==> src/rtl/maxnet_controller.sv <==
`default_nettype none
// ============================================================================
// Module      : maxnet_controller
// Description : Control FSM for the four-neuron winner-take-all datapath.
//               Steps the datapath through load, iterate (calc/update),
//               convergence check and result capture, bounds the number of
//               iterations and reports done/timeout to the host.
// Ports       : clk, rst        - clock, asynchronous active-high reset
//               start           - host run request (level, sampled in IDLE)
//               complete        - datapath convergence flag
//               sel             - 1 = datapath uses initial X values
//               en0..en3        - X load, PU regs, A regs, result reg enables
//               ready           - controller idle
//               done            - one-cycle end-of-run pulse
//               timeout         - last run ended without convergence
//               iters           - iterations executed in current/last run
// Revision    : 1.0 - initial release
// ============================================================================
module maxnet_controller #(
    parameter int MAX_ITER = 15,
    parameter int ITER_W   = 4
) (
    input  logic              clk,
    input  logic              rst,
    input  logic              start,
    input  logic              complete,
    output logic              sel,
    output logic              en0,
    output logic              en1,
    output logic              en2,
    output logic              en3,
    output logic              ready,
    output logic              done,
    output logic              timeout,
    output logic [ITER_W-1:0] iters
);

    localparam logic [2:0] c_ST_IDLE   = 3'd0;
    localparam logic [2:0] c_ST_LOAD   = 3'd1;
    localparam logic [2:0] c_ST_CALC   = 3'd2;
    localparam logic [2:0] c_ST_UPDATE = 3'd3;
    localparam logic [2:0] c_ST_CHECK  = 3'd4;
    localparam logic [2:0] c_ST_WRITE  = 3'd5;
    localparam logic [2:0] c_ST_FIN    = 3'd6;

    localparam logic [ITER_W-1:0] c_MAX_ITER = ITER_W'(MAX_ITER);

    logic [2:0]        r_state;
    logic [2:0]        w_state_nxt;
    logic [ITER_W-1:0] r_iters;
    logic              r_timeout;
    logic              w_accept;

    assign w_accept = (r_state == c_ST_IDLE) && start;

    // State register
    always_ff @(posedge clk or posedge rst) begin
        if (rst) begin
            r_state <= c_ST_IDLE;
        end else begin
            r_state <= w_state_nxt;
        end
    end

    // Iteration counter and timeout flag. The counter can never pass
    // MAX_ITER because CHECK leaves the loop once it reaches that value.
    always_ff @(posedge clk or posedge rst) begin
        if (rst) begin
            r_iters   <= '0;
            r_timeout <= 1'b0;
        end else begin
            if (w_accept) begin
                r_iters   <= '0;
                r_timeout <= 1'b0;
            end else if (r_state == c_ST_UPDATE) begin
                r_iters <= r_iters + ITER_W'(1);
            end else if ((r_state == c_ST_CHECK) && !complete &&
                         (r_iters == c_MAX_ITER)) begin
                r_timeout <= 1'b1;
            end
        end
    end

    // Next-state and Moore output decode. Outputs depend only on the state
    // register and r_iters; complete/start only steer the next state.
    always_comb begin
        w_state_nxt = r_state;
        sel         = 1'b0;
        en0         = 1'b0;
        en1         = 1'b0;
        en2         = 1'b0;
        en3         = 1'b0;
        ready       = 1'b0;
        done        = 1'b0;
        case (r_state)
            c_ST_IDLE: begin
                ready = 1'b1;
                if (start) begin
                    w_state_nxt = c_ST_LOAD;
                end
            end
            c_ST_LOAD: begin
                en0         = 1'b1;
                w_state_nxt = c_ST_CALC;
            end
            c_ST_CALC: begin
                en1 = 1'b1;
                // First pass consumes the freshly loaded X values.
                sel         = (r_iters == '0);
                w_state_nxt = c_ST_UPDATE;
            end
            c_ST_UPDATE: begin
                en2         = 1'b1;
                w_state_nxt = c_ST_CHECK;
            end
            c_ST_CHECK: begin
                if (complete) begin
                    w_state_nxt = c_ST_WRITE;
                end else if (r_iters == c_MAX_ITER) begin
                    // Timeout skips WRITE so the result register is untouched.
                    w_state_nxt = c_ST_FIN;
                end else begin
                    w_state_nxt = c_ST_CALC;
                end
            end
            c_ST_WRITE: begin
                en3         = 1'b1;
                w_state_nxt = c_ST_FIN;
            end
            c_ST_FIN: begin
                done        = 1'b1;
                w_state_nxt = c_ST_IDLE;
            end
            default: begin
                w_state_nxt = c_ST_IDLE;
            end
        endcase
    end

    assign timeout = r_timeout;
    assign iters   = r_iters;

endmodule
`default_nettype wire

==> config.mk <==
export PLATFORM = sky130hd
export DESIGN_NAME = maxnet_controller
export DESIGN_NICKNAME = d
export VERILOG_FILES = /design/src/rtl/maxnet_controller.sv
export SDC_FILE = /design/constraint.sdc
export NUM_CORES = 1
export LEC_CHECK = 0
export BUFFER_PORTS_ARGS = -buffer_cell sky130_fd_sc_hd__buf_2
export CORE_AREA = 5 5 42 44
export CTS_CLUSTER_DIAMETER = 60
export DETAILED_ROUTE_END_ITERATION = 8
export DIE_AREA = 0 0 47 49
export GPL_ROUTABILITY_DRIVEN = 0
export HOLD_SLACK_MARGIN = 0.06
export PLACE_DENSITY = 0.62
export REMOVE_ABC_BUFFERS = 1
export SYNTH_ARGS = -nofsm -noshare
export SYNTH_HDL_FRONTEND = slang
export SYNTH_SLANG_ARGS = --single-unit
export TNS_END_PERCENT = 30
==> constraint.sdc <==
create_clock -name clk -period 1.2 [get_ports clk]
set_clock_uncertainty 0.05 [all_clocks]
set_input_delay 0.24 -clock clk [delete_from_list [all_inputs] [get_ports clk]]
set_output_delay 0.24 -clock clk [all_outputs]
set_load 0.05 [all_outputs]
Yosys cells after proc, flatten, opt, wreduce, memory -nomap -nowiden. Index checks and enable logic that the tools add are counted.

Bits in registers: 8. Input bits: 4. Output and inout port bits: 12. Word-level logic and storage cells: 38.

Muxes and demuxes: 16. $add $sub $neg: 1. Reductions and logical operators: 9. Equality and inequality tests: 9.

Operators by type and width (number): 3-bit one-hot mux with 6 select lines (1); 1-bit 2-to-1 mux (10); 3-bit == test, second input constant (3); 3-bit 2-to-1 mux (3); 4-bit 2-to-1 mux (2); 3-bit by 2-bit == test with 1-bit output, second input constant (2); 4-bit by 1-bit adder with 4-bit output, second input constant (1); 4-bit == test, second input constant (1); 4-bit zero test (1); 2-bit != test, second input constant (2); 2-bit nonzero test (2); 3-bit by 1-bit == test with 1-bit output, second input constant (1); 1-bit logical AND (3); 3-bit zero test (1); 2-bit AND reduction (1); 1-bit zero test (1).

Depth between registers and ports, before layout. Gate-level depths: netlist of run 1.

Word-level depth: 6. Gate-level depth with buffers: 5. Gate-level depth less buffers: 4.

Worst setup path before layout of run 1. Ideal clock, no wire load.

Path kind: flip-flop to output port. Start point: reg r_iters[0] (netlist: iters[0]). End point: out sel. Cell stages (with the launch flop): 4. Path slack: -861 ps. Data arrival time: 1771 ps. Path through: dfrtp_1 inv_1 ha_1 nor4b_2.

Longest elaborated chain between the ends: 2.

Ends and longest elaborated chain: start, declared (RTL line 50) `logic [ITER_W-1:0] r_iters;`; start signal, assigned (RTL line 76) `r_iters <= r_iters + ITER_W'(1);`; 4-bit zero test (RTL line 109) `sel = (r_iters == '0);`; 1-bit 2-to-1 mux (RTL line 95) `case (r_state)`; end, declared (RTL line 27) `output logic sel,`.

Every way passes these cells.

Worst setup path after layout of run 1.
Start point: reg r_state[2]. End point: out sel.

Longest elaborated chain between the ends: 2.

Ends and longest elaborated chain: start, declared (RTL line 48) `logic [2:0] r_state;`; start signal, assigned (RTL line 59) `r_state <= c_ST_IDLE;`; start signal, assigned (RTL line 61) `r_state <= w_state_nxt;`; 3-bit by 2-bit == test with 1-bit output (RTL line 95); 1-bit 2-to-1 mux (RTL line 95).

Every way passes these cells.

==> results of run 1 <==
-- final timing paths --
| path | slack [ps] | to | startpoint | cells past startpoint |
|---|---|---|---|---|
| min in group asynchronous | 420 | iters[2] | rst | 3 |
| max | -390 | sel | r_state[2] | 4 |
| min reg2reg | 450 | timeout | timeout | 2 |
| max reg2reg | -140 | iters[3] | r_state[2] | 4 |
| max in group asynchronous | 440 | iters[0] | rst | 3 |
| min | 210 | r_state[0] | start | 2 |
-- layer usage --
layer  part of all wire  vias to the layer above
li1                   -                      239
met1               0.46                      208
met2               0.48                       14
met3              0.048                        4
met4             0.0098                        0
met5                  0                        -
-- state kept, by name, indices dropped and copies added, names as in the netlist --
| name | flops |
|---|---|
| timeout | 1 |
| r_state | 3 |
| iters | 4 |
-- placed cells by master (no fill, tap or decap), types with 2 or more instances in the layout --
cell,count
dfrtp_1,8
nand2_1,2
nor2_1,4
buf_2,4
nor3_2,2
clkbuf_4,3
ha_1,2
inv_1,4
buf_4,14
and3_1,2
buf_8,3
buf_6,8
a21oi_1,2
nor3_1,2
inv_2,3
nor4b_2,2
o21ai_1,2
o21ai_0,2
-- synthesized netlist by cell type --
cell type  count  area share
a21o_1         1       0.015
a21oi_1        3       0.031
and3_1         2       0.026
buf_2          1       0.010
buf_4          2       0.031
dfrtp_1        8        0.41
ha_1           2       0.051
inv_1          7       0.054
nand2_1        2       0.015
nand2b_1       1       0.013
nand3_1        1       0.010
nand3b_4       1       0.041
nand4b_1       1       0.018
nor2_1         4       0.031
nor3_1         4       0.041
nor4b_1        1       0.018
nor4b_2        1       0.031
nor4b_4        1       0.049
o21ai_0        4       0.041
o311a_1        1       0.020
o31ai_1        1       0.015
or3_1          1       0.013
xor2_1         1       0.018
-- repair_timing --
action | in CTS | in global routing
gates resized for setup | 27 | 7
endpoints found under the hold margin | 8 | 0
hold buffers | 1 | 0
setup endpoints to repair | 18 | 18
-- critical path: cells and delay by family, from the launching register on --
| family | cells | cell delay (ps) |
|---|---|---|
| flops | 1 | 370 |
| buf+inv | 1 | 240 |
| simple gates | 3 | 450 |
-- power breakdown --
part	internal, uW	switching, uW
logic	717	989
clock network	114	87.4
registers	359	63.9
total	1190	1140
-- per-stage QoR --
stage	setup slack (ps)	instances	hold WS [ps]	utilization
after detailed placement	-179	93	153	0.478
final	-395	97	213	0.572
after CTS	-411	97	215	0.555
after global placement	-178	93	154	0.478
after global routing	-466	97	211	0.572
after floorplan	-861	48	5.66	-
-- kinds of logic (layout without fill, tap and decap cells) --
logic type / count (synthesis) / after routing / share of synthesized area
buffers and inverters: 10 / 40 / 0.0946
adders and majority gates: 2 / 2 / 0.0511
DFF: 8 / 8 / 0.409
AOI/OAI and AO/OA: 10 / 10 / 0.123
xor gates and xnor gates: 1 / 1 / 0.0179
and+or+nand+nor: 20 / 20 / 0.304
-- cell type report --
type,count,area [sq um]
tap,16,20.0
inverter,7,26.3
multi-input combinational,33,263
clock buffer,3,22.5
timing repair buffer,30,270
sequential,8,200
fill,131,599
==> summary.md, run 1 <==
| Metric | Value |
|---|---|
| Status | finished with violations |
| Failing checks | negative setup slack |
| Gr usage total | 0.123 |
| Sequential share of the synthesized area | 0.409 |
| Via count | 465 |
| Clk root buf | clkbuf_4 |
| Initial antenna violation count | 0 |
| Finish-stage setup viols | 18 |
| Die span in x | 47 microns |
| Setup bufs post-CTS | 0 |
| Vias/cell | 4.79 |
| Initial Utilization | 0.349 |
| CTS clk-pin slew, worst paths | 50 ps |
| Worst Hold Class | in2reg |
| Clock sink count | 8 |
| Max-slew headroom | 0.793 |
| Final Hold Viols | 0 |
| Global routing usage on met3 | 0.0221 |
| Fin crit period | 1590 ps |
| Design area | 802 sq um |
| Max stage delay on crit path | 370 ps |
| Most used routing layer | met2 |
| Mapped Area | 489 sq um |
| Yosys warns | 0 |
| GRT met1 Usage | 0.160 |
| Crit path launch type | flip-flop |
| Final period utilization | 1.33 |
| Syn Area/Cell | 9.59 sq um |
| Placed Area | 669 sq um |
| Antenna Nets Post-Route | 0 |
| I/O Buffers | 15 |
| VDD IR max | 0.00135 V |
| Drt first-iter violations | 6 |
| Die Y | 49 microns |
| Setup Total Neg Slack | -2800 ps |
| Fraction of layout cells with a size suffix above 1 | 0.519 |
| Worst-Margin Slew | 311 ps |
| Largest net degree at the start of global routing | 12 |
| CP max-delay cell | dfrtp_1 |
| Number of buffers created by CTS | 3 |
| Unrepaired setup endpoints after global routing | yes |
| Rows | 14 |
| Area grow syn2layout | 63.9% |
| Routed len/inst | 12.6 microns |
| First-pass GRT wire length | ~2000 microns |
| Drt total wl | between 1000 and 1500 microns |
| H-tree levels | 1 |
| Number of synthesized register bits | 8 |
| Crit-path cells | nor2_1, nand2_1, nor4b_2, buf_4 |
| N_diodes | 0 |
| Fmax | 0.627 GHz |
| DRC | 0 |
| Met2 Usage GRT | 0.186 |
| TritonCTS clock tree | built |
| Core ar. | 1400 sq um |
| Grt total ovfl | 0 |
| Crit path kind | reg2out |
| # nets final | 89 |
| Worst-Skew Late Latency | about 250 ps |
| CP required | 910 ps |
| Distinct cells, synth | 23 |
| IO Count | 16 |
| Maximum clock path buffer count | 2 |
| Die ar. | approximately 2300 sq um |
| Vias in the first global route | 476 |
| Post-Synthesis Cells | 51 |
| Fin worst setup slack | -395 ps |
| Worst EP arrival | 1300 ps |
| CP Capture Type | output port |
| PnR Total Power | between 2000 and 2500 uW |
| Drt first pass iters | 4 |
| Max cap viols | 0 |
| Dpl hpwl | 926 microns |
| Crit path max fanout | 2 |
| Final Max Tran Viols | 0 |
| Leakage | between 0.0004 and 0.0005 uW |
| Power per cell area | a little under 3000 nW/um^2 |
Power figures use the tool's default switching activity.
==> run 2, diff against run 1 <==
--- a/config.mk
+++ b/config.mk
@@ -5,7 +5,8 @@
 export SDC_FILE = /design/constraint.sdc
 export NUM_CORES = 1
 export LEC_CHECK = 0
-export BUFFER_PORTS_ARGS = -buffer_cell sky130_fd_sc_hd__buf_2
+export ABC_CLOCK_PERIOD_IN_PS = 1200
+export BUFFER_PORTS_ARGS = -buffer_cell sky130_fd_sc_hd__buf_4
 export CORE_AREA = 5 5 42 44
 export CTS_CLUSTER_DIAMETER = 60
 export DETAILED_ROUTE_END_ITERATION = 8
==> run 2 against run 1 <==
Compared with the run above:
- the run still ends with negative setup slack left
- sequential share of layout area shrank 4.2 points
- utilization rose by 12 points
- highest routed layer unchanged
- critical path type unchanged
- final cell count rose by 12%
- critical endpoint unchanged
- routed wire length grew 7.7%
==> summary.md, run 2 (synthesized netlist as in run 1, its figures left out) <==
| Metric | Value |
|---|---|
| Number of buffers created by CTS | 3 |
| Leakage | 0.000491 uW |
| Fraction of layout cells with a size suffix above 1 | 0.634 |
| # nets final | 101 |
| Initial antenna violation count | 0 |
| Crit path launch type | flip-flop |
| Crit path max fanout | 2 |
| Vias in the first global route | 556 |
| Rows | 14 |
| Combinational power share | 0.771 |
| Grt total ovfl | 0 |
| Fmax | 0.635 GHz |
| Max stage delay on crit path | 380 ps |
| Most frequent cells in the layout | 27 x buf_4, 10 x buf_6, 8 x dfrtp_1 |
| Gr usage total | 0.144 |
| Reg2reg end | iters[1] |
| DP Worst Slack | -151 ps |
| First-pass GRT wire length | 2390 microns |
| RR Startpoint | r_state[2] |
| Core ar. | between 1000 and 1500 sq um |
| Clock sink count | 8 |
| Crit path kind | reg2out |
| TritonCTS clock tree | built |
| R2R Setup Slk | -280 ps |
| Fin crit period | 1570 ps |
| Vias/cell | 4.68 |
| Via count | 510 |
| Drt first pass iters | 4 |
| Largest register FFs | 4 |
| DRC | 0 |
| HP Start | complete |
| Worst Hold Class | in2reg |
| Worst-Skew Late Latency | 250 ps |
| R2R cell count | 6 |
| Hold endpoint | r_state[2] |
| Commonest non-fill, non-tap cell in the layout | buf_4 |
| Unrepaired setup endpoints after global routing | yes |
| Int Pwr | around 1400 uW |
| Clk pwr share | 0.076 |
| VDD IR max | 0.00154 V |
| Placed Area | 759 sq um |
| Failing checks | negative setup slack |
| CP max-delay cell | dfrtp_1 |
| Die span in x | 47 microns |
| Power per cell area | 2820 nW/um^2 |
| Crit-path cells | inv_1, ha_1, nor4b_2, buf_4 |
| CP bufs+invs | 2 |
| Fin worst setup slack | -374 ps |
| Drt total wl | 1320 microns |
| Placed cell count | 100 |
| Design area | roughly 960 sq um |
| Final Hold Viols | 0 |
| Status | finished with violations |
| CP Depth | 4 |
| Initial Utilization | 0.349 |
| Worst EP arrival | 1280 ps |
| CP Capture Type | output port |
| CTS clk-pin slew, worst paths | about 60 ps |
| Largest net degree at the start of global routing | 9 |
| Final period utilization | 1.31 |
| I/O Buffers | 15 |
| Worst-Margin Slew | between 300 and 400 ps |
| Cell family with most CP delay | flip-flops |
| Seq pwr share | 0.153 |
| Max cap viols | 0 |
| Fillcell total | 109 |
| Finish-stage setup viols | 18 |
| Drt first-iter violations | 2 |
| P_sw | 1270 uW |
| Die Y | around 50 microns |
| H-tree levels | 1 |
| Clk root buf | clkbuf_4 |
| CP required | 910 ps |
| Final Max Tran Viols | 0 |
| Antenna Nets Post-Route | 0 |
| IO Count | 16 |
| Dpl hpwl | between 900 and 1000 microns |
| Worst hold slack | ~220 ps |
| Maximum clock path buffer count | 2 |
| Worst hold path depth | 3 |
| Routed len/inst | 12.1 microns |
| Switch share | 0.466 |
| Area grow syn2layout | 96.9% |
| Die ar. | 2300 sq um |
| N_diodes | 0 |
| Fin cells | 109 |
| Max-slew headroom | 0.789 |
[run 2: repair_timing]
item | in CTS | in global routing
resized for setup | 28 | 12
buffers inserted | 6 | 0
hold endpoints to repair | 8 | 0
hold buffers | 1 | 0
pin swaps | 7 | 1
endpoints found under the setup margin | 17 | 19
[run 2: power by group through the flow]
| stage | registers (uW) | clock network (uW) | logic (uW) |
|---|---|---|---|
| 3_5_place_dp | 418 | 0 | 1640 |
| 6_report | 415 | 206 | 2100 |
| 5_1_grt | 432 | 231 | 2240 |
| 2_1_floorplan | 672 | 0 | 662 |
| 3_3_place_gp | 417 | 0 | 1620 |
| 4_1_cts | 410 | 216 | 2060 |
[run 2: layer usage]
metal / up-vias / part of all wire / track usage
li1: 261 / - / -
met1: 233 / 0.42 / 0.179
met2: 14 / 0.52 / 0.229
met3: 2 / 0.043 / 0.0258
met4: 0 / 0.0091 / 0.0737
met5: - / 0 / 0
[run 2: tightest hold or removal path: cells and delay by family]
| family | cells | cell delay, ps |
|---|---|---|
| AO/OA/AOI/OAI | 1 | 110 |
| AND/OR/NAND/NOR | 1 | 40 |
| buffers and inverters | 1 | 100 |
[run 2: area by class of cell]
type	instances	area, sq um	area share
Clock buffer	3	22.5	0.0234
Multi-Input combinational cell	33	302	0.313
Timing Repair Buffer	42	385	0.400
Inverter	7	33.8	0.0351
Tap cell	16	20.0	0.0208
Sequential cell	8	200	0.208
[run 2: stage by stage]
step / TNS (ps) / total power (uW) / utilization
global route: -5050 / 2900 / 0.688
detailed placement: -1060 / 2060 / 0.542
CTS: -4070 / 2680 / 0.670
finish: -3890 / 2720 / 0.688
global placement: -868 / 2040 / 0.542
floorplan: -4380 / 1330 / -
[run 2: how the worst max path moves through the flow]
| stage | start | end | slack, ps |
|---|---|---|---|
| finish | iters[0] | sel | -370 |
| global route | r_state[0] | sel | -470 |
| CTS | r_state[0] | sel | -440 |
| detailed placement | r_state[2] | sel | -150 |
| global placement | r_state[2] | sel | -140 |
| floorplan | iters[0] | sel | -860 |
